**config.mk**
```make
export PLATFORM = sky130hd
export DESIGN_NAME = key_cmd_queue
export DESIGN_NICKNAME = d
export VERILOG_FILES = /design/src/rtl/key_cmd_queue.sv
export SDC_FILE = /design/constraint.sdc
export NUM_CORES = 1
export LEC_CHECK = 0
export CORE_MARGIN = 2
export CORE_UTILIZATION = 55
export DETAILED_ROUTE_END_ITERATION = 10
export PLACE_DENSITY = 0.78
export SLEW_MARGIN = 30
export SYNTH_ARGS = -nofsm -noshare
export SYNTH_HDL_FRONTEND = slang
export SYNTH_SLANG_ARGS = --single-unit
```
**constraint.sdc**
```tcl
create_clock -name clk -period 3.35 [get_ports clk]
set_input_delay 0.335 -clock clk [delete_from_list [all_inputs] [get_ports clk]]
set_output_delay 0.335 -clock clk [all_outputs]
set_load 0.05 [all_outputs]
```
**src/rtl/key_cmd_queue.sv**
```systemverilog
// Key command queue: edge-detects decoder key codes and buffers presses in a FWFT FIFO.
// Optional auto-repeat of codes 5..7 is enabled by defining KEY_CMD_REPEAT_EN.
module key_cmd_queue #(
  parameter int          DEPTH         = 4,
  parameter logic [31:0] REPEAT_DELAY  = 32'd25_000_000,
  parameter logic [31:0] REPEAT_PERIOD = 32'd5_000_000
) (
  input  logic                     clk,
  input  logic                     rst,
  input  logic [2:0]               key_in,
  input  logic                     pop,
  input  logic                     flush,
  output logic                     cmd_valid,
  output logic [2:0]               cmd,
  output logic [$clog2(DEPTH):0]   count,
  output logic                     overflow
);

  localparam int PTR_W = $clog2(DEPTH);
  localparam int CNT_W = PTR_W + 1;

`ifdef KEY_CMD_REPEAT_EN
  localparam logic REPEAT_EN = 1'b1;
`else
  localparam logic REPEAT_EN = 1'b0;
`endif

  logic [2:0]       mem [DEPTH];
  logic [PTR_W-1:0] rd_ptr;
  logic [PTR_W-1:0] wr_ptr;
  logic [2:0]       key_prev;
  logic [31:0]      rpt_cnt;
  logic             repeating;

  logic press_event;
  logic held;
  logic repeatable;
  logic rpt_fire;
  logic esc_event;
  logic push_req;
  logic do_pop;
  logic full;
  logic do_push;

  always_comb begin
    press_event = (key_in != 3'd0) && (key_in != key_prev);
    held        = (key_in != 3'd0) && (key_in == key_prev);
    repeatable  = (key_in >= 3'd5);
    rpt_fire    = REPEAT_EN && held && repeatable &&
                  (repeating ? (rpt_cnt == REPEAT_PERIOD - 32'd1)
                             : (rpt_cnt == REPEAT_DELAY - 32'd1));
    esc_event   = press_event && (key_in == 3'd1);
    push_req    = (press_event && (key_in != 3'd1)) || rpt_fire;
    full        = (count == CNT_W'(DEPTH));
    do_pop      = pop && (count != '0);
    do_push     = push_req && (!full || do_pop);
  end

  // The first repeat waits REPEAT_DELAY cycles, later ones REPEAT_PERIOD.
  always_ff @(posedge clk or negedge rst) begin
    if (!rst) begin
      key_prev  <= 3'd0;
      rpt_cnt   <= 32'd0;
      repeating <= 1'b0;
    end else begin
      key_prev <= key_in;
      if (press_event || !(held && repeatable)) begin
        rpt_cnt   <= 32'd0;
        repeating <= 1'b0;
      end else if (rpt_fire) begin
        rpt_cnt   <= 32'd0;
        repeating <= 1'b1;
      end else begin
        rpt_cnt <= rpt_cnt + 32'd1;
      end
    end
  end

  // Priority: flush, then esc (reload with a lone esc), then push/pop.
  always_ff @(posedge clk or negedge rst) begin
    if (!rst) begin
      for (int i = 0; i < DEPTH; i++) mem[i] <= 3'd0;
      rd_ptr   <= '0;
      wr_ptr   <= '0;
      count    <= '0;
      overflow <= 1'b0;
    end else if (flush) begin
      rd_ptr   <= '0;
      wr_ptr   <= '0;
      count    <= '0;
      overflow <= 1'b0;
    end else if (esc_event) begin
      mem[0] <= 3'd1;
      rd_ptr <= '0;
      wr_ptr <= PTR_W'(1);
      count  <= CNT_W'(1);
    end else begin
      if (push_req && full && !do_pop) overflow <= 1'b1;
      if (do_push) begin
        mem[wr_ptr] <= key_in;
        wr_ptr      <= wr_ptr + PTR_W'(1);
      end
      if (do_pop) rd_ptr <= rd_ptr + PTR_W'(1);
      if (do_push && !do_pop)      count <= count + CNT_W'(1);
      else if (do_pop && !do_push) count <= count - CNT_W'(1);
    end
  end

  always_comb begin
    cmd_valid = (count != '0);
    cmd       = cmd_valid ? mem[rd_ptr] : 3'd0;
  end

endmodule

```
# Word level (Yosys, flattened, before mapping)
# Cells that the tools add are included.
totals:
  reg_bits: 23
  input_bits: 7
  out_inout_bits: 8
  wordCells: 71
classes:
  addsub: 4
  n_lt_le_gt_ge: 3
  n_eq_ne: 5
  mux: 22
  n_bitwise: 4
  reduce_logical: 24
ops:
  columns: ["operator", "n"]
  rows:
  - ["3-bit 2-to-1 mux", 9]
  - ["12-bit bitwise mux", 1]
  - ["12-bit 2-to-1 mux", 1]
  - ["2-bit 2-to-1 mux", 6]
  - ["3-bit nonzero test", 4]
  - ["1-bit logical AND", 10]
  - ["3-bit binary-select mux with 2-bit select", 1]
  - ["3-bit demux with 2-bit select", 1]
  - ["3-bit >= comparator, second input constant", 2]
  - ["2-bit inverter with 3-bit output", 2]
  - ["2-bit by 1-bit adder with 2-bit output, second input constant", 2]
  - ["2-bit AND reduction", 2]
  - ["2-bit nonzero test", 2]
  - ["4-bit nonzero test", 1]
  - ["3-bit by 1-bit adder with 3-bit output, second input constant", 1]
  - ["3-bit by 1-bit equality test with 1-bit output, second input constant", 1]
  - ["3-bit equality test, second input constant", 1]
  - ["1-bit zero test", 3]
  - ["3-bit by 1-bit < comparator with 1-bit output, second input constant", 1]
  - ["1-bit 2-to-1 mux", 3]
  - ["3-bit by 1-bit != test with 1-bit output, second input constant", 1]
  - ["3-bit != test", 1]
  - ["3-bit AND reduction", 1]
  - ["3-bit by 1-bit subtractor with 3-bit output, second input constant", 1]
  - ["other kinds (3)", 4]

# Depth between registers and ports, before layout
# Gate-level depths: netlist of run 1.
depth:
  ltp_word: 10
  mapped_depth: 10
  ltp_nobuf: 9

# Least setup slack after synthesis of run 1
# No wires, ideal clock.
synth_path:
  path_kind: "reg-to-reg"
  start: "reg count[0]"
  end: "reg count[2]"
  setup_ns: 0.122
  arrival_time_ns: 2.573
  required_ns: 3.228
  setup_slack_ns: 0.654
  stages_incl_launch_ff: 10
  path_buffers: 1
  period_less_slack_ns: 2.696
  cell_sequence: "dfrtp_1 -> or3_1 -> clkbuf_1 -> nand2_1 -> ha_1 -> fa_1 -> xnor2_1 -> nor2_1 -> xnor2_1 -> nor2_1"
synth_between:
  elab_chain_cells: 8
  word_cells_on_any_way: 17
  cone_classes: "add/sub: 2; eq/ne: 1; mux: 4; reduce/logical: 10"
synth_rtl:
  columns: ["element", "line", "text"]
  rows:
  - ["from (decl)", "15", "output logic [$clog2(DEPTH):0] count,"]
  - ["from (signal assigned)", "104", "if (do_push && !do_pop) count <= count + CNT_W'(1);"]
  - ["from (signal assigned)", "105", "else if (do_pop && !do_push) count <= count - CNT_W'(1);"]
  - ["3-bit nonzero test (*)", null, null]
  - ["named net cmd_valid", "13", "output logic cmd_valid,"]
  - ["1-bit logical AND (*)", "55", "do_pop = pop && (count != '0);"]
  - ["1-bit logical OR", "56", "do_push = push_req && (!full || do_pop);"]
  - ["1-bit logical AND", "56", null]
  - ["1-bit logical AND", "104", null]
  - ["3-bit 2-to-1 mux", "104", null]
  - ["3-bit 2-to-1 mux", "92", "end else if (esc_event) begin"]
  - ["3-bit 2-to-1 mux", "87", "end else if (flush) begin"]
# Mark *: on every way through the listed nets, which the timed path passes. The rest lies on a longest branch. The select of a mux whose other input is x is not followed.
# A chain may end at the register's enable or synchronous reset.

# Final worst setup path of run 1
layout_path:
  start: "reg count[1]"
  end: "reg count[2]"
layout_between:
  elab_chain_cells: 8
  word_cells_on_any_way: 17
  cone_classes: "add/sub: 2; eq/ne: 1; mux: 4; reduce/logical: 10"
layout_rtl:
  columns: ["element"]
  rows:
  - ["branches (longest 8 deep; another with 3-bit by 1-bit subtractor with 3-bit output)"]
# Parallel ways; which one is timed is not known. The select of a mux whose other input is x is not followed.

==> summary.txt, run 1 <==
GRT
  • Initial antenna violation count: 0
  • Largest net degree at the start of global routing: 24
  • Global route overflow: 0
  • Vias in the first global route: 890
  • First-pass GRT wire length: 4170 microns
  • GRT Resource Usage Total: 0.210

Place
  • I/O Buffers: 14
  • RD Place Congestion: 0.828
  • HPWL Detailed: 1910 microns

Synthesis
  • Mapped Area: 1340 sq um
  • Syn Area/Cell: 11.3 sq um
  • Synth Register Bits: 23
  • Most frequent cells after synthesis: 23 x dfrtp_1, 11 x inv_1, 9 x mux2_1
  • Post-synth cell types: 36
  • Synth area leaders: dfrtp_1 43%, mux2_1 7.6%, mux4_2 5.0%
  • Largest area contributor in the netlist: dfrtp_1
  • Syn_nets: 132
  • Count leader, synth: dfrtp_1
  • Cells after synthesis: 119
  • Share of the synthesized area in the top cell type: 0.429
  • Yosys warnings: 0
  • Async SR Flop Fraction: 1.00
  • Sequential area share after synthesis: 0.429
  • Top_reg_cell synth: dfrtp_1
  • EDFF count, synth: 0

Routing
  • Post-DRT Antenna Nets: 0
  • Vias per inst: 5.73
  • DRT Pass-1 Iters: 4
  • Post-detailed-routing wire length: 2520 microns
  • Routed len/inst: 15.7 microns
  • Initial DRC Count: 17
  • Vias: 923
  • Residual DRC: 0

Finish
  • Number of fill cells in the layout: 180
  • Layout Nets: 147
  • Layout area overhead: 13.2%
  • Share of layout cells above drive strength 1: 0.143
  • Ant diodes: 0
  • Multi-input logic area: 679 sq um
  • Final Util: 0.673
  • Register area: 576 sq um

Critical path
  • Worst path cell trace: or4b_1 > and3_1 > ha_1 > fa_1 > xnor2_1 > nor2_1 > xnor2_1 > nor2_1
  • Crit path DAT: 2850 ps
  • CP required: 3560 ps
  • Worst setup SP type: register
  • Worst-path maximum fanout: 11
  • Worst path slowest cell: or4b_1
  • Slowest cell delay on critical path: 750 ps
  • Setup CP Type: register to register
  • CP endpoint kind: register

Outcome
  • Status: finished clean

Clock tree
  • CTS tree: yes
  • Max clock buf depth: 2
  • Clock buffer count from CTS: 3
  • CTS H-Tree Depth: 1
  • Clk sinks: 23
  • Worst-Skew Late Latency: 310 ps
  • Hold buffer count at CTS: 1
  • CTS resizes: 0
  • CTS root buffer: clkbuf_4
  • Post-CTS setup buffer count: 0
  • Clock-pin slew on the worst setup and hold paths: 130 ps

Timing
  • Clk_skew: 7.40 ps
  • Worst slew pin tran: 521 ps
  • RSZ-0062 raised after global routing: no
  • Fmax: 0.379 GHz
  • Final setup viols: 0
  • Final Max Slew Viols: 0
  • Final Critical Period: 2640 ps
  • Final Hold Viols: 0
  • Final worst path period share: 0.787
  • Slew HR: 0.653
  • Min Hold Slack: 509 ps
  • Total Neg Setup Slack: 0 ps

Floorplan
  • Die width: 53.4 microns
  • Die area: 2850 sq um
  • Die Span Y: 53.4 microns
  • # IOs: 15
  • CORE AREA: 2250 sq um
  • FP Rows: 17
  • Starting Density: 0.595

Power
  • Worst vdd ir: 550 uV
  • Pleak: 0.000641 uW
  • Power per cell area: 781 nW/um^2
  • Final Power: 1180 uW

Flow run
  • Max-cap violations: 0

Hold path
  • Worst Hold Class: register to register
worst max-delay path: cells and delay by family (launching register included):
family        cells  cell delay (ps)
fa+ha+maj         2              630
simple gates      4             1210
flops             1              440
xor+xnor          2              270
sequential cells by signal, indices dropped and copies added, names as in the netlist:
| register | flops |
|---|---|
| count | 3 |
| key_prev | 3 |
| mem | 12 |
| overflow | 1 |
| rd_ptr | 2 |
| wr_ptr | 2 |
where the power goes:
| part | switching, uW | internal (uW) | leakage [uW] | total [uW] |
|---|---|---|---|---|
| sequential | 81.0 | 374 | 0.000287 | 455 |
| combinational | 338 | 262 | 0.000339 | 600 |
| clock | 83.2 | 46.4 | 0.0000150 | 130 |
| total | 502 | 682 | 0.000641 | 1180 |
kinds of logic (layout without fill, tap and decap cells):
family          Yosys count  after routing  share of synthesized area
compound gates           19             19                      0.115
flops                    23             23                      0.429
buf+inv                  18             32                     0.0644
mux                      12             12                      0.126
xor+xnor                  6              6                     0.0392
simple gates             35             35                      0.165
fa+ha+maj                 6              6                     0.0616
routing by layer:
metal	wire length (microns)	up-vias	GRT usage
met1	1280	462	0.283
met3	44	2	0.0339
met4	13	0	0.0641
met5	0	-	0
met2	1190	8	0.344
li1	-	451	-
path summary, 6_finish.rpt:
path | startpoint | to | slack, ps | cells after the start
max in group asynchronous | rst | mem[7] | 2480 | 2
worst max register to register | count[1] | count[2] | 710 | 8
worst min-delay path | mem[4] | mem[4] | 510 | 1
min in group asynchronous | rst | count[0] | 520 | 2
worst min register to register | mem[4] | mem[4] | 510 | 1
worst max-delay path | count[1] | count[2] | 710 | 8
layout make-up:
class	instances	share of cell area
Tap cell	28	0.0231
Sequential cell	23	0.379
Timing Repair Buffer	17	0.106
Multi-Input combinational cell	78	0.448
Inverter	11	0.0272
Clock buffer	4	0.0173
per-stage QoR:
stage | setup slack [ps] | std cells | cell area, sq um
5_1_grt | 591 | 161 | 1520
2_1_floorplan | 654 | 119 | 1340
4_1_cts | 724 | 161 | 1520
6_report | 714 | 161 | 1520
3_3_place_gp | 487 | 156 | 1490
3_5_place_dp | 424 | 156 | 1480
cells in the final DEF (no fill, tap or decap), types with 2 or more instances in the layout:
master,n
a211oi_2,3
a21oi_1,5
a22o_1,3
a311oi_1,2
and2_1,3
and3_1,2
buf_4,2
clkbuf_4,3
clkdlybuf4s50_1,13
dfrtp_1,23
ha_1,5
inv_1,11
mux2_1,9
mux4_2,3
nand2_1,6
nand4_1,3
nand4_2,3
nor2_1,8
o211ai_1,3
xnor2_1,3
xor2_1,3
Note: power is estimated with default switching activity, not from simulation.
==> run 2: changes to the inputs <==
--- a/config.mk
+++ b/config.mk
@@ -6,9 +6,9 @@
 export NUM_CORES = 1
 export LEC_CHECK = 0
 export CORE_MARGIN = 2
-export CORE_UTILIZATION = 55
+export CORE_UTILIZATION = 49
 export DETAILED_ROUTE_END_ITERATION = 10
-export PLACE_DENSITY = 0.78
+export PLACE_DENSITY = 0.74
 export SLEW_MARGIN = 30
 export SYNTH_ARGS = -nofsm -noshare
 export SYNTH_HDL_FRONTEND = slang
==> constraint.sdc (replaced) <==
create_clock -name clk -period 2.21 [get_ports clk]
set_input_delay 0.221 -clock clk [delete_from_list [all_inputs] [get_ports clk]]
set_output_delay 0.221 -clock clk [all_outputs]
set_load 0.05 [all_outputs]
==> run 2 against run 1 <==
Effect of this change: hold slack worse by 280 ps; power is 57% higher; combinational power is 64% higher; global-route usage shrank 1.9 points; register-to-register slack got worse by 650 ps; clock skew up 2.9 ps; fmax up 23%; largest cell class unchanged.
==> summary.txt, run 2 (synthesized netlist as in run 1, its figures left out) <==
Routing
  • Vias: 973 (+5.4%)
  • Post-detailed-routing wire length: 2710 microns (+7.3%)
  • Routed len/inst: 15.5 microns (-1.3%)
  • Post-DRT Antenna Nets: 0 (unchanged)
  • DRT Pass-1 Iters: 4 (unchanged)
  • Vias per inst: 5.56 (-3.0%)
  • Initial DRC Count: 23 (+6)
  • Residual DRC: 0 (unchanged)

Clock tree
  • Worst-Skew Late Latency: 320 ps (about the same)
  • CTS root buffer: clkbuf_4
  • CTS tree: yes
  • Max clock buf depth: 2 (unchanged)
  • Clock-pin slew on the worst setup and hold paths: 130 ps (about the same)
  • CTS H-Tree Depth: 1 (unchanged)
  • Hold buffer count at CTS: 0 (-1)
  • Clock buffer count from CTS: 3 (unchanged)
  • Clk sinks: 23 (unchanged)

Timing
  • Slew HR: 0.671 (+0.0181)
  • Final worst path period share: 0.970 (+0.183)
  • Clk_skew: 10.3 ps (+2.91 ps)
  • Final Max Slew Viols: 0 (unchanged)
  • Final Critical Period: 2140 ps (-492 ps)
  • RSZ-0062 raised after global routing: yes
  • Fmax: 0.467 GHz (+23%)
  • Min Hold Slack: 233 ps (-276 ps)
  • Final Hold Viols: 0 (unchanged)
  • Worst slew pin tran: 492 ps (-28.7 ps)
  • Final setup viols: 0 (unchanged)

Place
  • I/O Buffers: 14 (unchanged)
  • RD Place Congestion: 0.830 (+0.16%)
  • HPWL Detailed: 2130 microns (+11%)

Power
  • Power per cell area: 1140 nW/um^2 (+46%)
  • Pleak: 0.000707 uW (+10%)
  • Final Power: 1860 uW (+57%)
  • Worst vdd ir: 962 uV (+75%)

GRT
  • M2 GR Usage: 0.314 (-0.0293)
  • Met1 track demand over resource: 0.263 (-0.0196)
  • M3 GR Usage: 0.0507 (+0.0168)
  • Global route overflow: 0 (unchanged)
  • Initial antenna violation count: 0 (unchanged)
  • Vias in the first global route: 980 (+10%)
  • First-pass GRT wire length: 4690 microns (+13%)
  • Largest net degree at the start of global routing: 24 (unchanged)
  • Busiest layer in global routing: met2
  • GRT Resource Usage Total: 0.191 (-0.0188)

Critical path
  • R2r worst-path depth: 8 (unchanged)
  • Slowest cell delay on critical path: 520 ps (-230 ps)
  • Setup CP Type: register to register
  • FF-to-FF End: count[2]
  • RR Startpoint: count[1]
  • Setup slack, reg-to-reg: 70 ps (-650 ps)
  • Worst path slowest cell: or4b_4
  • Critical path origin: count[1]
  • CP endpoint kind: register
  • Crit path DAT: 2360 ps (-490 ps)
  • Worst-path maximum fanout: 2 (-9)
  • Worst path cell trace: or4b_4 > and3_4 > ha_4 > fa_2 > xnor2_1 > nor2_1 > xnor2_1 > nor2_1
  • Worst setup SP type: register
  • CP required: 2420 ps (-1140 ps)

Finish
  • Top reg by flops: mem
  • Layout area overhead: 21.7%
  • Most frequent cells in the layout: 20 x dfrtp_1, 18 x buf_4, 11 x inv_1
  • Commonest non-fill, non-tap cell in the layout: dfrtp_1
  • Largest regs: mem: 12 flops, count: 3 flops, key_prev: 3 flops
  • Share of layout cells above drive strength 1: 0.290 (+0.147)
  • Max reg flops: 12 (unchanged)
  • Ant diodes: 0 (unchanged)
  • Layout Nets: 159 (+8.2%)

Flow run
  • Max-cap violations: 0 (unchanged)

Floorplan
  • Die Span Y: 56.3 microns (+5.5%)
  • Die width: 56.3 microns (+5.5%)
  • CORE AREA: 2540 sq um (+13%)
  • Starting Density: 0.527 (-0.0679)
  • Die area: 3170 sq um (+11%)
  • FP Rows: 18 (+1)
  • # IOs: 15 (unchanged)

Outcome
  • Status: finished clean

Hold path
  • Worst Hold Class: input pin to asynchronous set/reset pin
==> run 2: cell types whose count changed in the layout (fill, tap and decap cells not counted), moves of 3 or more <==
cell | before | now
buf_4 | 2 | 18
dfrtp_2 | 0 | 3
dfrtp_1 | 23 | 20
clkdlybuf4s50_1 | 13 | 10
==> run 2: final cells by class <==
type / instances / area (sq um)
fillers: 217 / 912
multi-input cells: 78 / 703
flip-flops and latches: 23 / 579
repair buffers: 29 / 244
inverters: 11 / 41.3
well taps: 30 / 37.5
clock buffers: 3 / 22.5
clock inverters: 1 / 5.00
==> run 2: what timing repair did <==
action	CTS	global route
pin swaps	0	3
setup endpoints to repair	2	2
cloned	0	0
gates resized for setup	2	1
buffers inserted	0	1
==> run 2: how the worst max path moves through the flow <==
stage	depth (start not counted)	slack, ps	to
after floorplan	9	-150	count[2]
after global placement	9	-190	count[2]
after detailed placement	9	-270	count[2]
after CTS	8	20	count[2]
after global routing	8	-40	count[2]
final	8	70	count[2]
==> run 2: layer usage <==
| layer | up-vias | routed length (microns) |
|---|---|---|
| li1 | 475 | - |
| met1 | 486 | 1320 |
| met2 | 12 | 1300 |
| met3 | 0 | 88 |
| met4 | 0 | 0 |
| met5 | - | 0 |
==> run 2: worst max-delay path, delay by kind of cell (launching register included) <==
family | cells | cell delay [ps]
DFF | 1 | 430
xor gates and xnor gates | 2 | 250
adders and majority gates | 2 | 490
and+or+nand+nor | 4 | 860
==> run 2: where the power goes <==
group	internal, uW	switching (uW)	total [uW]
Combinational	440	545	984
Clock	67.7	126	194
Sequential	570	109	680
Total	1080	780	1860
==> run 2: stage by stage <==
stage | cells | util | cell area (sq um) | setup TNS, ps | setup WS, ps
after CTS | 174 | 0.637 | 1620 | 0 | 18.4
after global routing | 175 | 0.642 | 1630 | -43.8 | -43.8
after floorplan | 119 | - | 1360 | -256 | -152
after global placement | 170 | 0.625 | 1590 | -323 | -186
after detailed placement | 170 | 0.625 | 1590 | -489 | -273
final | 175 | 0.642 | 1630 | 0 | 66.7
